--- config.mk ---
export PLATFORM = sky130hd
export DESIGN_NAME = wb_timeout_bridge
export DESIGN_NICKNAME = d
export VERILOG_FILES = /design/src/rtl/wb_timeout_bridge.sv
export SDC_FILE = /design/constraint.sdc
export NUM_CORES = 1
export LEC_CHECK = 0
export CAP_MARGIN = 20
export CORE_MARGIN = 3
export CORE_UTILIZATION = 41
export CTS_CLUSTER_SIZE = 8
export DETAILED_ROUTE_END_ITERATION = 8
export PLACE_DENSITY = 0.87
export SETUP_SLACK_MARGIN = 0.1
export SYNTH_ARGS = -nofsm -noshare
export SYNTH_HDL_FRONTEND = slang
export SYNTH_SLANG_ARGS = --single-unit
export TNS_END_PERCENT = 50
--- constraint.sdc ---
create_clock -name wb_clk_i -period 3.99 [get_ports wb_clk_i]
set_input_delay 0.399 -clock wb_clk_i [delete_from_list [all_inputs] [get_ports wb_clk_i]]
set_output_delay 0.399 -clock wb_clk_i [all_outputs]
set_load 0.02 [all_outputs]
--- src/rtl/wb_timeout_bridge.sv ---
// Wishbone classic single-master/single-slave bridge that terminates unanswered slave cycles with an error.
// Optional timeout counter clear input is built when WB_TIMEOUT_CLEAR_EN is defined.
module wb_timeout_bridge #(
    parameter int unsigned TIMEOUT  = 1024,
    parameter logic [31:0] ERR_DATA = 32'hDEADBEEF,
    parameter int unsigned CNT_W    = 16
) (
    input  logic             wb_clk_i,
    input  logic             wb_rst_i,
    input  logic             wbm_cyc_i,
    input  logic             wbm_stb_i,
    input  logic             wbm_we_i,
    input  logic [3:0]       wbm_sel_i,
    input  logic [31:0]      wbm_adr_i,
    input  logic [31:0]      wbm_dat_i,
    output logic [31:0]      wbm_dat_o,
    output logic             wbm_ack_o,
    output logic             wbm_err_o,
    output logic             wbs_cyc_o,
    output logic             wbs_stb_o,
    output logic             wbs_we_o,
    output logic [3:0]       wbs_sel_o,
    output logic [31:0]      wbs_adr_o,
    output logic [31:0]      wbs_dat_o,
    input  logic [31:0]      wbs_dat_i,
    input  logic             wbs_ack_i,
    input  logic             wbs_err_i,
`ifdef WB_TIMEOUT_CLEAR_EN
    input  logic             timeout_clr,
`endif
    output logic [CNT_W-1:0] timeout_cnt,
    output logic [31:0]      timeout_adr,
    output logic             timeout_irq
);

    typedef enum logic [1:0] {
        ST_IDLE = 2'd0,
        ST_WAIT = 2'd1,
        ST_DONE = 2'd2
    } state_t;

    localparam logic [15:0] WAIT_LAST = 16'(TIMEOUT - 32'd1);

    state_t           state_r;
    logic [15:0]      wait_cnt_r;
    logic             clr_s;
    logic             timeout_hit_s;
    logic [CNT_W-1:0] cnt_next_s;

    // Timeout detection and next value of the saturating timeout counter
    always_comb begin
        clr_s         = 1'b0;
`ifdef WB_TIMEOUT_CLEAR_EN
        clr_s         = timeout_clr;
`endif
        timeout_hit_s = (state_r == ST_WAIT) && wbm_cyc_i && !wbs_ack_i && !wbs_err_i &&
                        (wait_cnt_r == WAIT_LAST);
        cnt_next_s    = timeout_cnt;
        if (clr_s && timeout_hit_s) begin
            cnt_next_s = CNT_W'(1'b1);
        end else if (clr_s) begin
            cnt_next_s = '0;
        end else if (timeout_hit_s && (timeout_cnt != {CNT_W{1'b1}})) begin
            cnt_next_s = timeout_cnt + CNT_W'(1'b1);
        end else begin
            cnt_next_s = timeout_cnt;
        end
    end

    // Bridge FSM with all outputs registered
    always_ff @(posedge wb_clk_i) begin
        if (wb_rst_i) begin
            state_r     <= ST_IDLE;
            wait_cnt_r  <= 16'd0;
            wbm_dat_o   <= 32'd0;
            wbm_ack_o   <= 1'b0;
            wbm_err_o   <= 1'b0;
            wbs_cyc_o   <= 1'b0;
            wbs_stb_o   <= 1'b0;
            wbs_we_o    <= 1'b0;
            wbs_sel_o   <= 4'd0;
            wbs_adr_o   <= 32'd0;
            wbs_dat_o   <= 32'd0;
            timeout_cnt <= '0;
            timeout_adr <= 32'd0;
            timeout_irq <= 1'b0;
        end else begin
            wbm_ack_o   <= 1'b0;
            wbm_err_o   <= 1'b0;
            timeout_irq <= 1'b0;
            timeout_cnt <= cnt_next_s;
            case (state_r)
                ST_IDLE: begin
                    if (wbm_cyc_i && wbm_stb_i) begin
                        wbs_we_o   <= wbm_we_i;
                        wbs_sel_o  <= wbm_sel_i;
                        wbs_adr_o  <= wbm_adr_i;
                        wbs_dat_o  <= wbm_dat_i;
                        wbs_cyc_o  <= 1'b1;
                        wbs_stb_o  <= 1'b1;
                        wait_cnt_r <= 16'd0;
                        state_r    <= ST_WAIT;
                    end else begin
                        state_r    <= ST_IDLE;
                    end
                end
                ST_WAIT: begin
                    // Slave error beats ack, and any slave response beats abort and timeout
                    if (wbs_err_i) begin
                        wbm_err_o <= 1'b1;
                        wbm_dat_o <= wbs_dat_i;
                        wbs_cyc_o <= 1'b0;
                        wbs_stb_o <= 1'b0;
                        state_r   <= ST_DONE;
                    end else if (wbs_ack_i) begin
                        wbm_ack_o <= 1'b1;
                        wbm_dat_o <= wbs_dat_i;
                        wbs_cyc_o <= 1'b0;
                        wbs_stb_o <= 1'b0;
                        state_r   <= ST_DONE;
                    end else if (!wbm_cyc_i) begin
                        wbs_cyc_o <= 1'b0;
                        wbs_stb_o <= 1'b0;
                        state_r   <= ST_IDLE;
                    end else if (timeout_hit_s) begin
                        wbm_err_o   <= 1'b1;
                        wbm_dat_o   <= ERR_DATA;
                        timeout_irq <= 1'b1;
                        timeout_adr <= wbs_adr_o;
                        wbs_cyc_o   <= 1'b0;
                        wbs_stb_o   <= 1'b0;
                        state_r     <= ST_DONE;
                    end else begin
                        wait_cnt_r  <= wait_cnt_r + 16'd1;
                    end
                end
                ST_DONE: begin
                    state_r <= ST_IDLE;
                end
                default: begin
                    wbs_cyc_o <= 1'b0;
                    wbs_stb_o <= 1'b0;
                    state_r   <= ST_IDLE;
                end
            endcase
        end
    end

endmodule

# --- Word-level counts from Yosys, hierarchy flattened ---
# Index checks and enable logic that the tools add are counted.
word_totals:
  elab_cells: 75
  reg_bits: 171
  out_inout_bits: 154
  inputBits: 107
op_classes:
  add_sub_neg: 2
  n_eq_ne: 10
  muxes: 27
  reduce_logical: 19
  n_bitwise: 4
ops:
  columns: ["cell", "n"]
  rows:
  - ["$mux W32", 4]
  - ["$mux W16", 5]
  - ["$add A16 B1 Y16 const B", 2]
  - ["$pmux W16 S2", 1]
  - ["$eq A16 B10 Y1 const B", 1]
  - ["$ne A16 B16 Y1 const B", 1]
  - ["$mux W1", 11]
  - ["$ne A2 B2 Y1 const B", 5]
  - ["$mux W2", 4]
  - ["$logic_and A1 B1 Y1", 6]
  - ["$reduce_and A3 Y1", 2]
  - ["$reduce_and A6 Y1", 1]
  - ["$reduce_bool A3 Y1", 2]
  - ["$ne A5 B5 Y1 const B", 1]
  - ["$reduce_and A5 Y1", 1]
  - ["$not A1 Y1", 4]
  - ["$pmux W2 S2", 1]
  - ["$pmux W1 S3", 1]
  - ["$reduce_or A3 Y1", 1]
  - ["$eq A2 B1 Y1 const B", 1]
  - ["$eq A2 B2 Y1 const B", 1]
  - ["$logic_not A1 Y1", 2]
  - ["$logic_not A2 Y1", 1]
  - ["$reduce_and A2 Y1", 1]
  - ["other kinds (2)", 2]

# --- Depth between registers and ports, before layout ---
# Gate-level depths: netlist of run 1.
logic_depth:
  depth_word: 10
  ltp_mapped: 8
  mapped_depth_nobuf: 6

# --- Least setup slack after synthesis of run 1 ---
# No wires, ideal clock.
synth_path:
  path_kind: "register to register"
  startpoint: "register wait_cnt_r[11]"
  endpoint: "register timeout_cnt[13]"
  t_arrival_ps: 2365
  required_ps: 3920
  slack_ps: 1555
  path_stages_with_launch: 7
  path_cell_list: "dfxtp_1 or4b_4 or4_4 buf_6 a2111o_1 or4_1 a21oi_1"
synth_via:
  elab_chain_cells: 3
synth_lines:
  columns: ["item", "line", "text"]
  rows:
  - ["start, declared", "45", "logic [15:0] wait_cnt_r;"]
  - ["start signal, assigned", "134", "wait_cnt_r <= wait_cnt_r + 16'd1;"]
  - ["$eq A16 B10 Y1", "57", "(wait_cnt_r == WAIT_LAST);"]
  - ["$logic_and A1 B1 Y1", "56", "timeout_hit_s = (state_r == ST_WAIT) && wbm_cyc_i && !wbs_ack_i && !wbs_err_i &&"]
  - ["$logic_and A1 B1 Y1", "63", "end else if (timeout_hit_s && (timeout_cnt != {CNT_W{1'b1}})) begin"]
  - ["end signal, assigned", "91", "timeout_cnt <= cnt_next_s;"]
  - ["end, declared", "31", "output logic [CNT_W-1:0] timeout_cnt,"]
# Every way passes these cells.
# A chain may end at the register's enable or synchronous reset.

# --- Worst setup path in the final report of run 1 ---
layout_path:
  startpoint: "register state_r[0]"
  endpoint: "register timeout_cnt[13]"
layout_via:
  elab_chain_cells: 6
layout_lines:
  columns: ["item", "line", "text"]
  rows:
  - ["start, declared", "44", "state_t state_r;"]
  - ["start signal, assigned", "73", "state_r <= ST_IDLE;"]
  - ["start signal, assigned", "102", "state_r <= ST_WAIT;"]
  - ["start signal, assigned", "104", "state_r <= ST_IDLE;"]
  - ["$eq A2 B1 Y1", "56", null]
  - ["$logic_and A1 B1 Y1 (4 in series)", "56", null]
  - ["$logic_and A1 B1 Y1", "63", null]
# Every way passes these cells.

==> results.md, run 1 <==
* Status: finished clean
* Hold Buf Count CTS at 0
* Int Power at 0.00302 W
* Total Power at 0.00394 W
* Sink Count at 171
* Switching part of the total at 23.4%
* Core ar. at 15400 sq um
* Compound-Gate Fraction of Synth Area at 14.3%
* Actual slew at the worst max-slew pin at 0.893 ns
* Worst slew margin at 40.3%
* Clock power frac at 44.0%
* RSZ-0062 raised after global routing: no
* Crit path cell chain: nor2b_2 > buf_4 > nand3_1 > a2111o_1 > or4_1 > a21oi_1
* Post-cts sizing count at 0
* Comb power frac at 10.7%
* Ports at 261
* Die area at 17400 sq um
* P_sw at 0.000922 W
* First-pass GRT wire length at 30600 um
* Crit start category: flip-flop
* Routed vias at 6457
* Final Slew Violations at 0
* Main combinational cell family by area after synthesis: simple AND/OR/NAND/NOR gates
* Vias in the first global route at 6109
* Reg power frac at 45.3%
* Peak VDD IR at 444 uV
* Post-Route WL at 19400 um
* Most frequent cells in the layout: 259 x clkdlybuf4s50_1, 227 x nand2_1, 171 x dfxtp_1, 145 x a21oi_1, 58 x nor2_1
* Post-synth top area share at 52.7%
* Leading area contributor after synthesis: dfxtp_1
* Largest net degree at the start of global routing at 66
* Post-route cell area at 9840 sq um
* Post-DR wirelength/cell at 15.3 um
* Initial antenna violation count at 0
* Primary FF master, synth: dfxtp_1
* PwrDens at 400 nW/um^2
* Max Cap Violations at 0
* Syn Nets at 924
* Crit-path max cell delay at 0.69 ns
* Post-synth EDFFs at 0
* Simple-Gate Fraction of Synth Area at 26.3%
* GRT Util Overall at 21.3%
* Crit path required time at 4.34 ns
* Later-pin clock latency in the skew report at 0.42 ns
* Skew final at 0.0100 ns
* Final hold violation count at 0
* Pleak at 3.33 nW
* Critical path buffers and inverters at 1
* XOR/XNOR Fraction of Synth Area at 2.16%
* # diodes at 0
* Crit path kind: reg2reg
* Nets at 1157
* GR Util met2 at 36.6%
* Die Ht at 132 um
* Share of cells above drive strength 1 at 4.72%
* Top cells by area, synth: dfxtp_1 53%, nand2_1 13%, a21oi_1 11%
* Avg Synthesized Cell Area at 7.97 sq um
* Unique cell type count in the Yosys netlist at 46
* Postcts setup bufs at 0
* Crit path DAT at 3.18 ns
* RePlAce Congestion at 0.839
* 1st-iter DRT viols at 378
* Routed Antenna Nets at 0
* Adder-Cell Fraction of Synth Area at 0.385%
* Mapped Cells at 815
* Clock-pin slew on the worst setup and hold paths at 0.07 ns
* Ys async rst share at 0%
* GRT overflow at 0
* Ys Warns at 0
* CTS Buffer Depth at 2
* CTS Buf Count at 17
* H-tree depth at 4
* Initial Utilization at 42.3%
* GRT busiest layer: met2
* Mux cell area share after synthesis at 0.462%
* Number of core rows at 45
* Area after DPL at 9210 sq um
* Period utilization at 70.9%
* Setup TNS at 0 ns
* Synth Register Bits at 171
* Endpoints failing setup at 0
* GR Util met3 at 7.37%
* Crit end category: flip-flop
* HPWL after detailed placement at 13400 um
* Slowest CP cell: nand3_1
* Sequential share of the synthesized area at 52.7%
* Max Fclk at 0.354 GHz
* Mapped cell area at 6490 sq um
* Layout area overhead at 51.5%
* Commonest non-fill, non-tap cell in the layout: clkdlybuf4s50_1
* Via density at 5.08
* Clock root buffer: clkbuf_16
* CTS tree: built
* Residual DRC at 0
* IO buf count at 260
* Critical path's top delay family: simple AND/OR/NAND/NOR gates
* Final min period at 2.83 ns
* CP max FO at 31
* Drt pass-1 iters at 5
* Die Width at 132 um
* HP Class: reg2reg
* Met1 usage at 24.4%
==> synthesized netlist by cell type (4+ instances only) <==
| cell | number |
|---|---|
| o21ai_0 | 15 |
| nor2b_1 | 4 |
| and4_1 | 4 |
| clkbuf_1 | 48 |
| nand4_1 | 10 |
| a21oi_1 | 145 |
| nor2_1 | 59 |
| nand2_1 | 227 |
| buf_1 | 4 |
| or4_1 | 6 |
| inv_1 | 4 |
| dfxtp_1 | 171 |
| nor4_1 | 11 |
| xor2_1 | 4 |
| xnor2_1 | 12 |
| nand3_1 | 13 |
| nor3_1 | 30 |
==> stage by stage <==
step / hold slack, ns / utilization [%] / std cells / setup WS [ns]
CTS: 0.454 / 64.0 / 1270 / 1.19
global placement: 0.440 / 59.9 / 1239 / 0.942
global route: 0.471 / 64.0 / 1271 / 0.933
detailed placement: 0.445 / 59.9 / 1239 / 0.888
floorplan: 0.455 / - / 815 / 1.55
finish: 0.452 / 64.0 / 1271 / 1.16
==> power by group through the flow <==
stage,clock [W],sequential [W],combinational (W)
after floorplan,0,0.00188,0.000126
after global routing,0.00184,0.00179,0.000452
after detailed placement,0,0.00182,0.000422
after global placement,0,0.00182,0.000417
after CTS,0.00177,0.00179,0.000424
final,0.00173,0.00179,0.000422
==> area by class of cell <==
class	count	area, sq um
Fill cell	1272	5530
Sequential cell	171	3420
Multi-Input combinational cell	584	2840
Timing Repair Buffer	270	2670
Clock buffer	18	429
Tap cell	211	264
Clock inverter	13	194
Inverter	4	15.0
==> sequential cells by signal, summed over array words and instances, names as in the netlist <==
name         cells
wbs_dat_o       32
state_r          2
wbs_we_o         1
wbs_sel_o        4
wbs_adr_o       32
wbm_dat_o       32
wbm_err_o        1
timeout_cnt     16
timeout_irq      1
wait_cnt_r      16
wbs_stb_o        1
timeout_adr     32
wbm_ack_o        1
==> routing by layer <==
layer / wire, um / part of all wire [%] / vias up
li1: - / - / 3219
met1: 7690 / 40 / 2964
met2: 9650 / 50 / 235
met3: 1510 / 7.8 / 39
met4: 573 / 3.0 / 0
met5: 0 / 0 / -
==> path summary, 6_finish.rpt <==
| check | slack [ns] | to | cells past startpoint | start |
|---|---|---|---|---|
| max | 1.16 | timeout_cnt[13] | 6 | state_r[0] |
| min | 0.45 | wbs_dat_o[1] | 2 | wbs_dat_o[1] |
| max reg2reg | 1.16 | timeout_cnt[13] | 6 | state_r[0] |
| min reg2reg | 0.45 | wbs_dat_o[1] | 2 | wbs_dat_o[1] |
==> cell families (layout without fill, tap and decap cells) <==
group                      after synthesis  in the layout
xor gates and xnor gates                16             16
buffers and inverters                   60            305
DFF                                    171            171
and+or+nand+nor                        387            387
AOI/OAI and AO/OA                      176            176
muxes                                    3              3
adders and majority gates                2              2
==> worst reg2reg max path, stage by stage, from the launching register on <==
cell,delay [ns]
dfxtp_1,0.41
nor2b_2,0.17
buf_4,0.32
nand3_1,0.70
a2111o_1,0.60
or4_1,0.43
a21oi_1,0.15
Note: power is estimated with default switching activity, not from simulation.
==> run 2: changes to the inputs <==
--- a/config.mk
+++ b/config.mk
@@ -7,10 +7,10 @@
 export LEC_CHECK = 0
 export CAP_MARGIN = 20
 export CORE_MARGIN = 3
-export CORE_UTILIZATION = 41
+export CORE_UTILIZATION = 39
 export CTS_CLUSTER_SIZE = 8
 export DETAILED_ROUTE_END_ITERATION = 8
-export PLACE_DENSITY = 0.87
+export PLACE_DENSITY = 0.86
 export SETUP_SLACK_MARGIN = 0.1
 export SYNTH_ARGS = -nofsm -noshare
 export SYNTH_HDL_FRONTEND = slang
==> constraint.sdc (replaced) <==
create_clock -name wb_clk_i -period 2.3 [get_ports wb_clk_i]
set_input_delay 0.23 -clock wb_clk_i [delete_from_list [all_inputs] [get_ports wb_clk_i]]
set_output_delay 0.23 -clock wb_clk_i [all_outputs]
set_load 0.02 [all_outputs]
==> run 2 against run 1 <==
Against the previous run: the flow now finishes with violations (negative setup slack); highest routed layer unchanged; flip-flop and latch count unchanged; largest power group unchanged; global-route usage increased by 0.27 points; die area increased by 4.9%; critical endpoint unchanged; first-iteration DRC count unchanged; combinational power increased by 79%.
==> results.md, run 2 (synthesis gave the netlist of run 1 again) <==
* Status: complete, but fails checks (was finished clean)
* Failing checks: negative setup slack
* Die area at 18200 sq um (was 17400 sq um)
* Slowest CP cell: or4b_4 (was nand3_1)
* Crit path kind: reg2reg (unchanged)
* Via density at 5.07 (was 5.08)
* Final worst slack at -0.0796 ns (was 1.16 ns)
* Crit end category: flip-flop (unchanged)
* Initial antenna violation count at 0 (unchanged)
* Share of cells above drive strength 1 at 9.18% (was 4.72%)
* CTS Buf Count at 17 (unchanged)
* Period utilization at 103% (was 70.9%)
* IO buf count at 260 (unchanged)
* Final hold violation count at 0 (unchanged)
* Later-pin clock latency in the skew report at 0.42 ns (about the same)
* 1st-iter DRT viols at 378 (unchanged)
* Most frequent cells in the layout: 259 x clkdlybuf4s50_1, 227 x nand2_1, 170 x dfxtp_1, 144 x a21oi_1, 58 x nor2_1 (was 259 x clkdlybuf4s50_1, 227 x nand2_1, 171 x dfxtp_1, 145 x a21oi_1, 58 x nor2_1)
* Final min period at 2.38 ns (was 2.83 ns)
* Peak VDD IR at 455 uV (was 444 uV)
* CTS tree: built (unchanged)
* Number of core rows at 46 (was 45)
* CTS Buffer Depth at 2 (unchanged)
* Fillers at 1347 (was 1272)
* Min-delay src: wb_rst_i (was wbs_dat_o[1])
* Routed Antenna Nets at 0 (unchanged)
* Critical path's top delay family: simple AND/OR/NAND/NOR gates (unchanged)
* Origin of the critical flop-to-flop path: wait_cnt_r[11] (was state_r[0])
* GRT overflow at 0 (unchanged)
* HP Class: in2reg (was reg2reg)
* Critical path buffers and inverters at 0 (was 1)
* GRT Util Overall at 21.6% (was 21.3%)
* H-tree depth at 4 (unchanged)
* First-pass GRT wire length at 32000 um (was 30600 um)
* HPWL after detailed placement at 14100 um (was 13400 um)
* RePlAce Congestion at 0.881 (was 0.839)
* RSZ-0062 raised after global routing: yes (was no)
* Final Slew Violations at 0 (unchanged)
* Sink Count at 171 (unchanged)
* Max Fclk at 0.420 GHz (was 0.354 GHz)
* Crit path cell chain: or4b_4 > or4_4 > a2111o_1 > or4_1 > a21oi_1 (was nor2b_2 > buf_4 > nand3_1 > a2111o_1 > or4_1 > a21oi_1)
* Hold Buf Count CTS at 0 (unchanged)
* Die Width at 135 um (was 132 um)
* Crit-path max cell delay at 0.53 ns (was 0.69 ns)
* Setup TNS at -1.85 ns (was 0 ns)
* Endpoints failing setup at 35 (was 0)
* Commonest non-fill, non-tap cell in the layout: clkdlybuf4s50_1 (unchanged)
* Routed vias at 6669 (was 6457)
* Crit path required time at 2.64 ns (was 4.34 ns)
* Worst slew margin at 62.4% (was 40.3%)
* Skew final at 0.0105 ns (was 0.0100 ns)
* Residual DRC at 0 (unchanged)
* Crit start category: flip-flop (unchanged)
* CP max FO at 3 (was 31)
* Die Ht at 135 um (was 132 um)
* Post-DR wirelength/cell at 15.4 um (was 15.3 um)
* Met3 routed WL at 1430 um (was 1510 um)
* Nets at 1199 (was 1157)
* Top Layer Used: met4 (unchanged)
* Vias in the first global route at 6510 (was 6109)
* Post-Route WL at 20200 um (was 19400 um)
* Clock-pin slew on the worst setup and hold paths at 0.06 ns (was 0.07 ns)
* Clock root buffer: clkbuf_16 (unchanged)
* Worst Setup SP: wait_cnt_r[11] (was state_r[0])
* Layout area overhead at 58.7% (was 51.5%)
* Drt pass-1 iters at 4 (was 5)
* Max Cap Violations at 0 (unchanged)
* Actual slew at the worst max-slew pin at 0.560 ns (was 0.893 ns)
* Met2 routed WL at 9840 um (was 9650 um)
* Ports at 261 (unchanged)
* Crit path DAT at 2.72 ns (was 3.18 ns)
* Core ar. at 16100 sq um (was 15400 sq um)
* Wl on met1 at 8370 um (was 7690 um)
* Total Power at 0.00661 W (was 0.00394 W)
* PwrDens at 641 nW/um^2 (was 400 nW/um^2)
* # diodes at 0 (unchanged)
* Initial Utilization at 40.3% (was 42.3%)
* Pleak at 3.57 nW (was 3.33 nW)
* Largest net degree at the start of global routing at 64 (was 66)
## run 2: cell count changes in the layout (fill, tap and decap cells not counted), moves of 2 or more
cell        previous run  this run
buf_12                 0         4
buf_4                 10        45
bufinv_16              4         2
clkbuf_1               1         3
clkbuf_16             17        19
clkbuf_8               0         2
clkinv_2               0         2
clkinv_4               4         1
clkinvlp_4             4         2
nor4_1                11         3
nor4_2                 2         7
nor4_4                 0         3
## run 2: final timing paths
kind	to	slack [ns]	cells after the start
worst min-delay path	timeout_cnt[5]	0.27	2
worst max-delay path	timeout_cnt[13]	-0.08	5
worst max register to register	timeout_cnt[13]	-0.08	5
worst min register to register	wbs_dat_o[7]	0.45	2
## run 2: what timing repair did
item,4_1_cts,5_1_grt
setup endpoints to repair,71,86
gates resized for setup,6,4
gates cloned,1,2
hold endpoints to repair,0,0
pin swaps,2,1
setup buffers,2,1
## run 2: power by group
group / internal (W) / leakage, nW / switching [W]
sequential: 0.00305 / 1.39 / 0.0000510
clock: 0.00164 / 0.268 / 0.00112
combinational: 0.000384 / 1.92 / 0.000370
total: 0.00507 / 3.57 / 0.00154
## run 2: final cells by class
cell class,instances,area [sq um],share of cell area (%)
clock buffer,22,464,4.50
clock inverter,7,93.8,0.911
inverter,4,15.0,0.146
multi-input combinational,584,2940,28.5
sequential,171,3420,33.2
tap,216,270,2.62
timing repair buffer,312,3100,30.1
## run 2: through the flow
step                setup WS (ns)  std cells  instance area, sq um  hold WS (ns)  utilization, %
CTS                       -0.0720       1313                 10200         0.252            63.4
floorplan                  -0.135        815                  6560         0.306               -
global route               -0.167       1316                 10300         0.264            64.0
detailed placement        -0.0730       1281                  9590         0.445            59.5
finish                    -0.0796       1316                 10300         0.268            64.0
global placement          -0.0426       1281                  9590         0.440            59.5
## run 2: per-layer routing
| metal | vias up | global-route usage, % |
|---|---|---|
| met3 | 46 | 6.71 |
| met1 | 3088 | 25.9 |
| met2 | 232 | 36.3 |
| met5 | - | 0 |
| li1 | 3303 | - |
| met4 | 0 | 8.29 |
==> run 3: changes to the inputs <==
--- a/config.mk
+++ b/config.mk
@@ -12,6 +12,7 @@
 export DETAILED_ROUTE_END_ITERATION = 8
 export PLACE_DENSITY = 0.86
 export SETUP_SLACK_MARGIN = 0.1
+export SLEW_MARGIN = 20
 export SYNTH_ARGS = -nofsm -noshare
 export SYNTH_HDL_FRONTEND = slang
 export SYNTH_SLANG_ARGS = --single-unit
==> results of run 3 <==
Same layout as run 2: the final DEF is identical, and so are final timing and power.
